`src/rtl/ifft_manager.sv`:
```
// 16-point inverse DFT on an AXI-Stream frame, streamed out with a cyclic prefix.
// Latency: 257 cycles from the 16th input accept to the first output valid (one complex MAC per cycle).
// Backpressure: input is refused outside LOAD; the output register holds while m_axis_data_tready is low.
module ifft_manager #(
  parameter int CP_LEN = 4
) (
  input  logic        aclk,
  input  logic        aresetn,
  input  logic [31:0] s_axis_data_tdata,
  input  logic        s_axis_data_tvalid,
  input  logic        s_axis_data_tlast,
  output logic        s_axis_data_tready,
  output logic [31:0] m_axis_data_tdata,
  output logic [7:0]  m_axis_data_tuser,
  output logic        m_axis_data_tvalid,
  output logic        m_axis_data_tlast,
  input  logic        m_axis_data_tready,
  output logic [15:0] m_axis_real_unsigned
);

  typedef struct packed {
    logic signed [15:0] im;
    logic signed [15:0] re;
  } cplx_t;

  typedef enum logic [1:0] {LOAD, COMPUTE, OUTPUT} state_t;

  localparam int OUT_LEN = 16 + CP_LEN;

  state_t state, state_nxt;
  cplx_t  x_buf [16];
  cplx_t  y_buf [16];
  cplx_t  xk;

  logic [3:0] in_cnt, k_idx, n_idx, tw_idx, ld_n;
  logic [4:0] out_cnt, ld_cnt;
  logic signed [15:0] wc, ws;
  logic signed [31:0] p_rc, p_is, p_rs, p_ic;
  logic signed [39:0] acc_re, acc_im, sum_re, sum_im;
  logic accept, xfer, out_last, mac_done, load_out;
  logic unused_tlast;

  assign unused_tlast = s_axis_data_tlast;

  // Quarter-wave cosine table in Q2.14; sine is the same table rotated by -4.
  function automatic logic signed [15:0] cos_q14(input logic [3:0] m);
    case (m)
      4'd0:    cos_q14 = 16'sd16384;
      4'd1,  4'd15: cos_q14 = 16'sd15137;
      4'd2,  4'd14: cos_q14 = 16'sd11585;
      4'd3,  4'd13: cos_q14 = 16'sd6270;
      4'd5,  4'd11: cos_q14 = -16'sd6270;
      4'd6,  4'd10: cos_q14 = -16'sd11585;
      4'd7,  4'd9:  cos_q14 = -16'sd15137;
      4'd8:    cos_q14 = -16'sd16384;
      default: cos_q14 = 16'sd0;
    endcase
  endfunction

  function automatic logic [15:0] sat16(input logic signed [39:0] v);
    if (v > 40'sd32767)       sat16 = 16'h7FFF;
    else if (v < -40'sd32768) sat16 = 16'h8000;
    else                      sat16 = v[15:0];
  endfunction

  // Output slot c maps to time index: prefix slots first, then the body.
  function automatic logic [3:0] out_n(input logic [4:0] c);
    int oc;
    int nv;
    oc = int'(c);
    nv = (oc < CP_LEN) ? (oc + 16 - CP_LEN) : (oc - CP_LEN);
    out_n = 4'(nv);
  endfunction

  always_comb begin
    accept   = s_axis_data_tvalid && s_axis_data_tready && (state == LOAD);
    xfer     = m_axis_data_tvalid && m_axis_data_tready;
    out_last = (out_cnt == 5'(OUT_LEN - 1));
    mac_done = (k_idx == 4'd15) && (n_idx == 4'd15);
    ld_cnt   = m_axis_data_tvalid ? (out_cnt + 5'd1) : out_cnt;
    ld_n     = out_n(ld_cnt);
    load_out = (state == OUTPUT) && (!m_axis_data_tvalid || (xfer && !out_last));
  end

  always_comb begin
    xk     = x_buf[k_idx];
    tw_idx = k_idx * n_idx;
    wc     = cos_q14(tw_idx);
    ws     = cos_q14(tw_idx + 4'd12);
    p_rc   = xk.re * wc;
    p_is   = xk.im * ws;
    p_rs   = xk.re * ws;
    p_ic   = xk.im * wc;
    sum_re = acc_re + 40'(p_rc) - 40'(p_is);
    sum_im = acc_im + 40'(p_rs) + 40'(p_ic);
  end

  always_comb begin
    state_nxt = state;
    case (state)
      LOAD:    if (accept && in_cnt == 4'd15) state_nxt = COMPUTE;
      COMPUTE: if (mac_done) state_nxt = OUTPUT;
      OUTPUT:  if (xfer && out_last) state_nxt = LOAD;
      default: state_nxt = LOAD;
    endcase
  end

  always_ff @(posedge aclk) begin
    if (!aresetn) state <= LOAD;
    else          state <= state_nxt;
  end

  always_ff @(posedge aclk) begin
    if (accept) x_buf[in_cnt] <= s_axis_data_tdata;
    if (state == COMPUTE && k_idx == 4'd15)
      y_buf[n_idx] <= {sat16(sum_im >>> 18), sat16(sum_re >>> 18)};
  end

  always_ff @(posedge aclk) begin
    if (!aresetn) begin
      s_axis_data_tready   <= 1'b0;
      in_cnt               <= '0;
      k_idx                <= '0;
      n_idx                <= '0;
      out_cnt              <= '0;
      acc_re               <= '0;
      acc_im               <= '0;
      m_axis_data_tdata    <= '0;
      m_axis_data_tuser    <= '0;
      m_axis_data_tvalid   <= 1'b0;
      m_axis_data_tlast    <= 1'b0;
      m_axis_real_unsigned <= '0;
    end else begin
      s_axis_data_tready <= (state_nxt == LOAD);
      if (accept) in_cnt <= in_cnt + 4'd1;
      if (state == COMPUTE) begin
        k_idx <= k_idx + 4'd1;
        if (k_idx == 4'd15) begin
          acc_re <= '0;
          acc_im <= '0;
          n_idx  <= n_idx + 4'd1;
        end else begin
          acc_re <= sum_re;
          acc_im <= sum_im;
        end
      end
      if (load_out) begin
        out_cnt              <= ld_cnt;
        m_axis_data_tdata    <= y_buf[ld_n];
        m_axis_data_tuser    <= {4'd0, ld_n};
        m_axis_data_tlast    <= (ld_cnt == 5'(OUT_LEN - 1));
        m_axis_real_unsigned <= y_buf[ld_n].re ^ 16'h8000;
        m_axis_data_tvalid   <= 1'b1;
      end else if (state == OUTPUT && xfer && out_last) begin
        out_cnt            <= '0;
        m_axis_data_tvalid <= 1'b0;
        m_axis_data_tlast  <= 1'b0;
      end
    end
  end

endmodule

```
`config.mk`:
```
export PLATFORM = sky130hd
export DESIGN_NAME = ifft_manager
export DESIGN_NICKNAME = d
export VERILOG_FILES = /design/src/rtl/ifft_manager.sv
export SDC_FILE = /design/constraint.sdc
export NUM_CORES = 2
export LEC_CHECK = 0
export BUFFER_PORTS_ARGS = -buffer_cell sky130_fd_sc_hd__buf_4
export CAP_MARGIN = 20
export CORE_MARGIN = 3
export CORE_UTILIZATION = 49
export DETAILED_ROUTE_END_ITERATION = 7
export GPL_TIMING_DRIVEN = 1
export HOLD_SLACK_MARGIN = 0.06
export PLACE_DENSITY = 0.75
export SYNTH_ARGS = -nofsm -noshare
export SYNTH_HDL_FRONTEND = slang
export SYNTH_SLANG_ARGS = --single-unit
```
`constraint.sdc`:
```
create_clock -name aclk -period 11.6 [get_ports aclk]
set_clock_uncertainty 0.2 [all_clocks]
set_input_delay 2.32 -clock aclk [delete_from_list [all_inputs] [get_ports aclk]]
set_output_delay 2.32 -clock aclk [all_outputs]
set_load 0.005 [all_outputs]
```
**Yosys cells after proc, flatten, opt, wreduce, memory -nomap -nowiden**

Memory sizes are Yosys's and may differ from the RTL's. A register that Yosys moved wholly into a read port is not among the register bits.
Index checks and enable logic that the tools add are counted.

- Input port bits: 37
- Output and inout bits: 59
- Bits in registers: 154
- Memories kept: 4
- Memory bits (read-only): 512
- RAM bits: 1024
- Logic and storage cells: 90

- Multiplexer cells: 25
- $add $sub $neg: 12
- Magnitude comparators: 5
- Reductions and logical operators: 18
- Equality and inequality tests: 7
- Bitwise gates (word level): 1
- Multipliers: 5

Memory list:

| name | depth | bits a word | rd ports | clocked after memory_dff | wr ports | RTL line | source |
|---|---|---|---|---|---|---|---|
| x_buf | 16 | 32 | 1 | 1 | 1 | 31 | `cplx_t x_buf [16];` |
| y_buf | 16 | 32 | 1 | 0 | 1 | 32 | `cplx_t y_buf [16];` |
| (no name shown) | 16 | 16 | 1 | 0 | 0 | 47 | `case (m)` |
| (no name shown) | 16 | 16 | 1 | 0 | 0 | 47 |  |

Operators by type and width:

| operator | number |
|---|---|
| $mul A16 B16 Y32 | 4 |
| $add A40 B32 Y40 | 3 |
| $mux W16 | 6 |
| $mux W40 | 2 |
| $gt A22 B16 Y1 const B | 2 |
| $lt A22 B16 Y1 const B | 2 |
| $sub A40 B32 Y40 | 1 |
| $add A4 B1 Y4 const B | 4 |
| $mux W5 | 3 |
| $eq A4 B4 Y1 const B | 3 |
| $mux W4 | 3 |
| $logic_and A1 B1 Y1 | 11 |
| $eq A5 B5 Y1 const B | 2 |
| $sub A4 B3 Y4 const B | 2 |
| $mux W1 | 7 |
| $mux W2 | 3 |
| $pmux W2 S3 | 1 |
| $add A5 B1 Y5 const B | 1 |
| $lt A5 B3 Y1 const B | 1 |
| $add A4 B4 Y4 const B | 1 |
| $logic_not A2 Y1 | 2 |
| $mul A4 B4 Y4 | 1 |
| $eq A2 B1 Y1 const B | 1 |
| $eq A2 B2 Y1 const B | 1 |
| other kinds (5) | 6 |

**Depth between registers and ports, before layout**

An unclocked memory read counts as a cell.

- Depth after elaboration: 10
- Mapped depth: 43
- Mapped depth without buffers: 40

**Worst setup path before layout**

Ideal clock, no wire load.

- Kind: register -> register
- From: register n_idx[2]
- To: memory y_buf[0][10] (netlist bit) (data pin)
- Data arrival time: 10956 ps
- Data required time: 11015 ps
- Buffers on the path: 3
- Setup slack: 58 ps
- Period minus slack after synthesis: 11542 ps
- Cell stages (with the launch flop): 41
- Setup time: 385 ps
- Path through: dfxtp_1 > clkbuf_1 > and2_1 > ha_1 > ha_1 > ha_1 > xnor2_1 > xnor2_1 > xnor2_2 > buf_2 > nor2_1 > a21oi_1 > nand2_1 > o21ai_2 > nand2_1 > fa_1 > inv_1 > fa_1 > [... 5 more ...] > inv_1 > fa_1 > fa_1 > inv_1 > fa_1 > inv_1 > ha_1 > a21o_1 > a211oi_1 > o211ai_1 > o221ai_1 > a31oi_2 > o21ai_0 > nor2_1 > a211oi_2 > o41a_1 > buf_2 > o21ai_0

- Word-level cells in the longest chain between the ends: 9
- Elaborated cells on any way between the ends: 13
- Those cells by class: 3 x add/sub; 3 x mul; 2 x order compare; 3 x mux; 2 x memory

Ends and longest elaborated chain:

| element | RTL line | source |
|---|---|---|
| from (decl) | 35 | `logic [3:0] in_cnt, k_idx, n_idx, tw_idx, ld_n;` |
| from (signal assigned) | 141 | `n_idx <= n_idx + 4'd1;` |
| $mul A4 B4 Y4 (*) | 87 | `tw_idx = k_idx * n_idx;` |
| $mem_v2 Z16 W16 / $add A4 B4 Y4 (equally long branches) | -- |  |
| $mul A16 B16 Y32 / $mem_v2 Z16 W16 (equally long branches) | -- |  |
| $add A40 B32 Y40 / $mul A16 B16 Y32 (equally long branches) | 94, 91 |  |
| $sub A40 B32 Y40 (*) | 94 | `sum_re = acc_re + 40'(p_rc) - 40'(p_is);` |
| $lt A22 B16 Y1 | 62 | `else if (v < -40'sd32768) sat16 = 16'h8000;` |
| $mux W16 | 62 |  |
| $mux W16 (*) | 61 | `if (v > 40'sd32767) sat16 = 16'h7FFF;` |
| $mux W16 (*) | 115 | `if (state == COMPUTE && k_idx == 4'd15)` |
| to (decl) | 32 |  |

Every way passes the cells marked *; elsewhere a longest branch is shown, timed or not. The select of a mux whose other input is x is not followed.

**Worst setup path in the final report**

- From: register k_idx[1]
- To: memory y_buf[8][0] (netlist bit) (data pin)

- Word-level cells in the longest chain between the ends: 9
- Elaborated cells on any way between the ends: 13
- Those cells by class: 3 x add/sub; 3 x mul; 2 x order compare; 3 x mux; 2 x memory

Ends and longest elaborated chain:

| element | RTL line | source |
|---|---|---|
| from (decl) | 35 |  |
| from (signal assigned) | 137 | `k_idx <= k_idx + 4'd1;` |
| $mul A4 B4 Y4 (*) | 87 |  |
| $mem_v2 Z16 W16 / $add A4 B4 Y4 (equally long branches) | -- |  |
| $mul A16 B16 Y32 / $mem_v2 Z16 W16 (equally long branches) | -- |  |
| $add A40 B32 Y40 / $mul A16 B16 Y32 (equally long branches) | 94, 91 |  |
| $sub A40 B32 Y40 (*) | 94 |  |
| $lt A22 B16 Y1 | 62 |  |
| $mux W16 | 62 |  |
| $mux W16 (*) | 61 |  |
| $mux W16 (*) | 115 |  |

Marked as above.

==> flow_summary.rst <==
.. list-table::
   :header-rows: 1

   * - Metric
     - Value
   * - Area of placed instances
     - 94900 sq um
   * - Max incr delay on CP
     - approximately 640 ps
   * - Wire length of the first global-routing pass
     - 367000 um
   * - Kind of end point of the critical path
     - flip-flop
   * - Final count of negative-setup-slack endpoints
     - 0
   * - Syn Std Cell Area
     - between 80000 and 90000 sq um
   * - H-tree Lvls
     - 3
   * - Die W
     - 432 um
   * - Via count of the first global-routing pass
     - 59000
   * - Largest area contributor in the synthesized netlist
     - sky130_fd_sc_hd__edfxtp_1
   * - Clock Latency Late Sink
     - about 800 ps
   * - Smallest hold slack
     - 255 ps
   * - Clock root buffer
     - sky130_fd_sc_hd__clkbuf_16
   * - Global routing usage summed across all routing layers
     - 26.6%
   * - Net total in the final layout
     - 9037
   * - Post-DR vias/cell
     - 5.64
   * - Critical setup path kind
     - flip-flop to flip-flop
   * - VDD IR-drop max
     - 0.142 mV
   * - Final-layout setup total negative slack
     - 0 ps
   * - Number of enable flip-flop cells after synthesis
     - 1024
   * - Endpoint required time on the critical path
     - between 10000 and 15000 ps
   * - Avg Inst Size Synth
     - 12.8 sq um
   * - Leading cell types by count after synthesis
     - sky130_fd_sc_hd__inv_1 (1606), sky130_fd_sc_hd__fa_1 (1361), sky130_fd_sc_hd__edfxtp_1 (1024), sky130_fd_sc_hd__nor2_1 (552), sky130_fd_sc_hd__nand2_1 (512)
   * - Synth async-reset ratio
     - 0%
   * - Synthesized instance count
     - between 6000 and 7000
   * - Flop and latch count out of synthesis
     - roughly 1200
   * - Worst setup path startpoint
     - k_idx[1]
   * - Highest fanout seen on the critical path
     - 16
   * - Clock period minus worst slack
     - 11360 ps
   * - Final Max Slew Viols
     - 0
   * - LEAKAGE
     - 42.6 nW
   * - CTS sink count
     - between 1000 and 1500
   * - Antenna viol nets, final
     - 0
   * - Data arrival time of the critical path
     - 11630 ps
   * - Launch instance of the worst min-delay path
     - m_axis_data_tuser[0]
   * - Number of buffers and inverters on the critical path
     - 13
   * - Ratio of cells with drive above 1 in the final layout
     - 15.4%
   * - Outcome
     - completed
   * - Most common cell in the synthesized netlist
     - sky130_fd_sc_hd__inv_1
   * - Area of all placed cells without fillers
     - 99400 sq um
   * - # rows
     - 155
   * - CTS clk-pin slew, worst paths
     - 60 ps
   * - Max clock buf depth
     - 3
   * - Sequential fraction of the synthesis area
     - 37.8%
   * - Number of buffers created by CTS
     - approximately 120
   * - Power density relative to cell area
     - 100 nW/um^2
   * - Antenna violations before repair
     - 4
   * - Yosys cell types
     - 87
   * - WL per Instance
     - 24.8 um
   * - CTS tree
     - done
   * - Count of hold buffers inserted by post-cts repair
     - 0
   * - Die height
     - 432 um
   * - Hold crit path type
     - flip-flop to flip-flop
   * - Fill cell instance count of the final layout
     - between 10000 and 15000
   * - Grt total ovfl
     - 0
   * - Main synth FF type
     - sky130_fd_sc_hd__edfxtp_1
   * - Routability-driven placement congestion ratio
     - 1.03
   * - Total of max-cap violations
     - 0
   * - Synth top area share
     - approximately a third
   * - DIE AREA
     - between 150000 and 200000 sq um
   * - Port Buf Inserts
     - 90
   * - Worst r2r src
     - k_idx[1]
   * - First-pass iteration count of the detailed router
     - 6
   * - Boundary pin count
     - 96
   * - Fmax achieved
     - between 80 and 90 MHz
   * - Ys Warns
     - 0
   * - Initial Util
     - 49.6%
   * - Final period utilization
     - 98.0%
   * - Category of the worst setup path launch point
     - flip-flop
   * - Pin count of the biggest net entering global routing
     - 102
   * - Top cell family by delay on the critical path
     - adder cells
   * - DRC
     - 0
   * - Most prevalent standard cell on the critical path
     - sky130_fd_sc_hd__fa_1
   * - Overall power of the completed layout
     - 9.97 mW
   * - Detailed placer's ending HPWL
     - 175000 um
   * - Slowest stage cell, crit path
     - sky130_fd_sc_hd__fa_1
   * - DRC marker count from the first detailed-route iteration
     - 5461
   * - Main area contributors after synthesis
     - sky130_fd_sc_hd__edfxtp_1 (35%), sky130_fd_sc_hd__fa_1 (31%), sky130_fd_sc_hd__mux4_2 (7.4%)
   * - Final-report hold violation count
     - 0
   * - Relative slew margins
     - ~24%
   * - Transition time at the pin with the least slew margin
     - 1130 ps
   * - Detailed-route via count
     - ~55000
   * - Core region area
     - 179000 sq um
   * - Layout-stage area growth over the synthesis result
     - 11.7%
   * - Routed wire length
     - approximately 240000 um
tightest hold or removal path: stages, from the launching register on:
cell                      delay, ps
sky130_fd_sc_hd__dfxtp_1        310
sky130_fd_sc_hd__nand2_1         50
sky130_fd_sc_hd__a21oi_1         50
cell type report:
class | instances | area [sq um] | area share [%]
clock buffer | 136 | 3000 | 3.02
timing repair buffer | 482 | 3990 | 4.02
tap | 2355 | 2950 | 2.96
sequential | 1167 | 33600 | 33.8
antenna | 4 | 10.0 | 0.0101
inverter | 1607 | 6040 | 6.08
clock inverter | 86 | 927 | 0.933
multi-input combinational | 3917 | 48900 | 49.1
power breakdown:
group / switching (mW) / total, mW / internal [mW] / leakage (nW)
Combinational: 0.888 / 1.30 / 0.413 / 30.3
Sequential: 0.00326 / 4.84 / 4.83 / 10.3
Clock: 1.71 / 3.84 / 2.13 / 1.89
through the flow:
stage	setup slack, ps	cells	utilization, %
floorplan	58.4	6968	-
global placement	-29.0	9499	52.9
global route	-120	9752	55.4
CTS	13.4	9725	55.1
detailed placement	-325	9501	52.9
finish	237	9754	55.4
timing repair:
item | in CTS | in global routing
hold endpoints to repair | 0 | 0
resized for setup | 6 | 95
pin swaps | 1 | 15
cloned | 0 | 9
buffers inserted | 2 | 16
endpoints found under the setup margin | 480 | 501
sequential cells by signal, summed over array words and instances, names as in the netlist, named ones only:
| name | cells |
|---|---|
| s_axis_data_tready | 1 |
| m_axis_real_unsigned | 1 |
| m_axis_data_tdata | 32 |
| in_cnt | 4 |
| acc_im | 40 |
| acc_re | 40 |
| y_buf | 512 |
| state | 2 |
| x_buf | 512 |
| m_axis_data_tvalid | 1 |
| out_cnt | 5 |
| m_axis_data_tlast | 1 |
| k_idx | 4 |
| m_axis_data_tuser | 4 |
| n_idx | 4 |
kinds of logic (layout without fill, tap and decap cells):
| family | Yosys count | in the layout | synth area share [%] |
|---|---|---|---|
| multiplexers | 362 | 362 | 8.23 |
| AND/OR/NAND/NOR | 1284 | 1284 | 5.99 |
| flip-flops | 1167 | 1167 | 37.8 |
| other | 1 | 8 | 0.00422 |
| buffers and inverters | 1885 | 2311 | 8.10 |
| XOR/XNOR | 105 | 105 | 1.08 |
| AO/OA/AOI/OAI | 453 | 454 | 3.30 |
| adder cells (fa/ha/maj) | 1708 | 1708 | 35.5 |
metal layers:
metal / GRT usage, % / wire length [um]
met1: 35.7 / 90700
met2: 42.2 / 116000
met5: 0 / 19
met4: 9.57 / 10000
met3: 6.72 / 25700
layout by cell type (no fill, tap or decap), types with 9 or more instances in the layout:
| cell type | n |
|---|---|
| sky130_fd_sc_hd__a211oi_1 | 10 |
| sky130_fd_sc_hd__a21o_1 | 32 |
| sky130_fd_sc_hd__a21oi_1 | 128 |
| sky130_fd_sc_hd__a22oi_1 | 22 |
| sky130_fd_sc_hd__a2bb2oi_1 | 9 |
| sky130_fd_sc_hd__and2_1 | 39 |
| sky130_fd_sc_hd__and3_1 | 14 |
| sky130_fd_sc_hd__buf_12 | 25 |
| sky130_fd_sc_hd__buf_4 | 442 |
| sky130_fd_sc_hd__bufinv_16 | 11 |
| sky130_fd_sc_hd__clkbuf_1 | 19 |
| sky130_fd_sc_hd__clkbuf_16 | 118 |
| sky130_fd_sc_hd__clkinv_1 | 27 |
| sky130_fd_sc_hd__clkinv_2 | 19 |
| sky130_fd_sc_hd__dfxtp_1 | 139 |
| sky130_fd_sc_hd__edfxtp_1 | 1024 |
| sky130_fd_sc_hd__fa_1 | 1360 |
| sky130_fd_sc_hd__ha_1 | 342 |
| sky130_fd_sc_hd__inv_1 | 1604 |
| sky130_fd_sc_hd__mux2_2 | 32 |
| sky130_fd_sc_hd__mux2i_1 | 35 |
| sky130_fd_sc_hd__mux4_2 | 292 |
| sky130_fd_sc_hd__nand2_1 | 509 |
| sky130_fd_sc_hd__nand2b_1 | 36 |
| sky130_fd_sc_hd__nand3_1 | 27 |
| sky130_fd_sc_hd__nand4_1 | 9 |
| sky130_fd_sc_hd__nor2_1 | 520 |
| sky130_fd_sc_hd__nor2_4 | 26 |
| sky130_fd_sc_hd__nor2b_1 | 16 |
| sky130_fd_sc_hd__nor3_1 | 25 |
| sky130_fd_sc_hd__nor3_2 | 14 |
| sky130_fd_sc_hd__o21a_1 | 41 |
| sky130_fd_sc_hd__o21ai_0 | 62 |
| sky130_fd_sc_hd__o21ai_1 | 37 |
| sky130_fd_sc_hd__o21ai_2 | 22 |
| sky130_fd_sc_hd__or3_1 | 10 |
| sky130_fd_sc_hd__xnor2_1 | 63 |
| sky130_fd_sc_hd__xor2_1 | 31 |
worst paths after layout:
kind	endpoint	slack, ps	cells past startpoint
worst min-delay path	m_axis_data_tuser[0]	260	2
worst max-delay path	y_buf[8][0]	240	42
worst min register to register	m_axis_data_tuser[0]	260	2
worst max register to register	y_buf[8][0]	240	42
(Power assumes the default switching activity.)
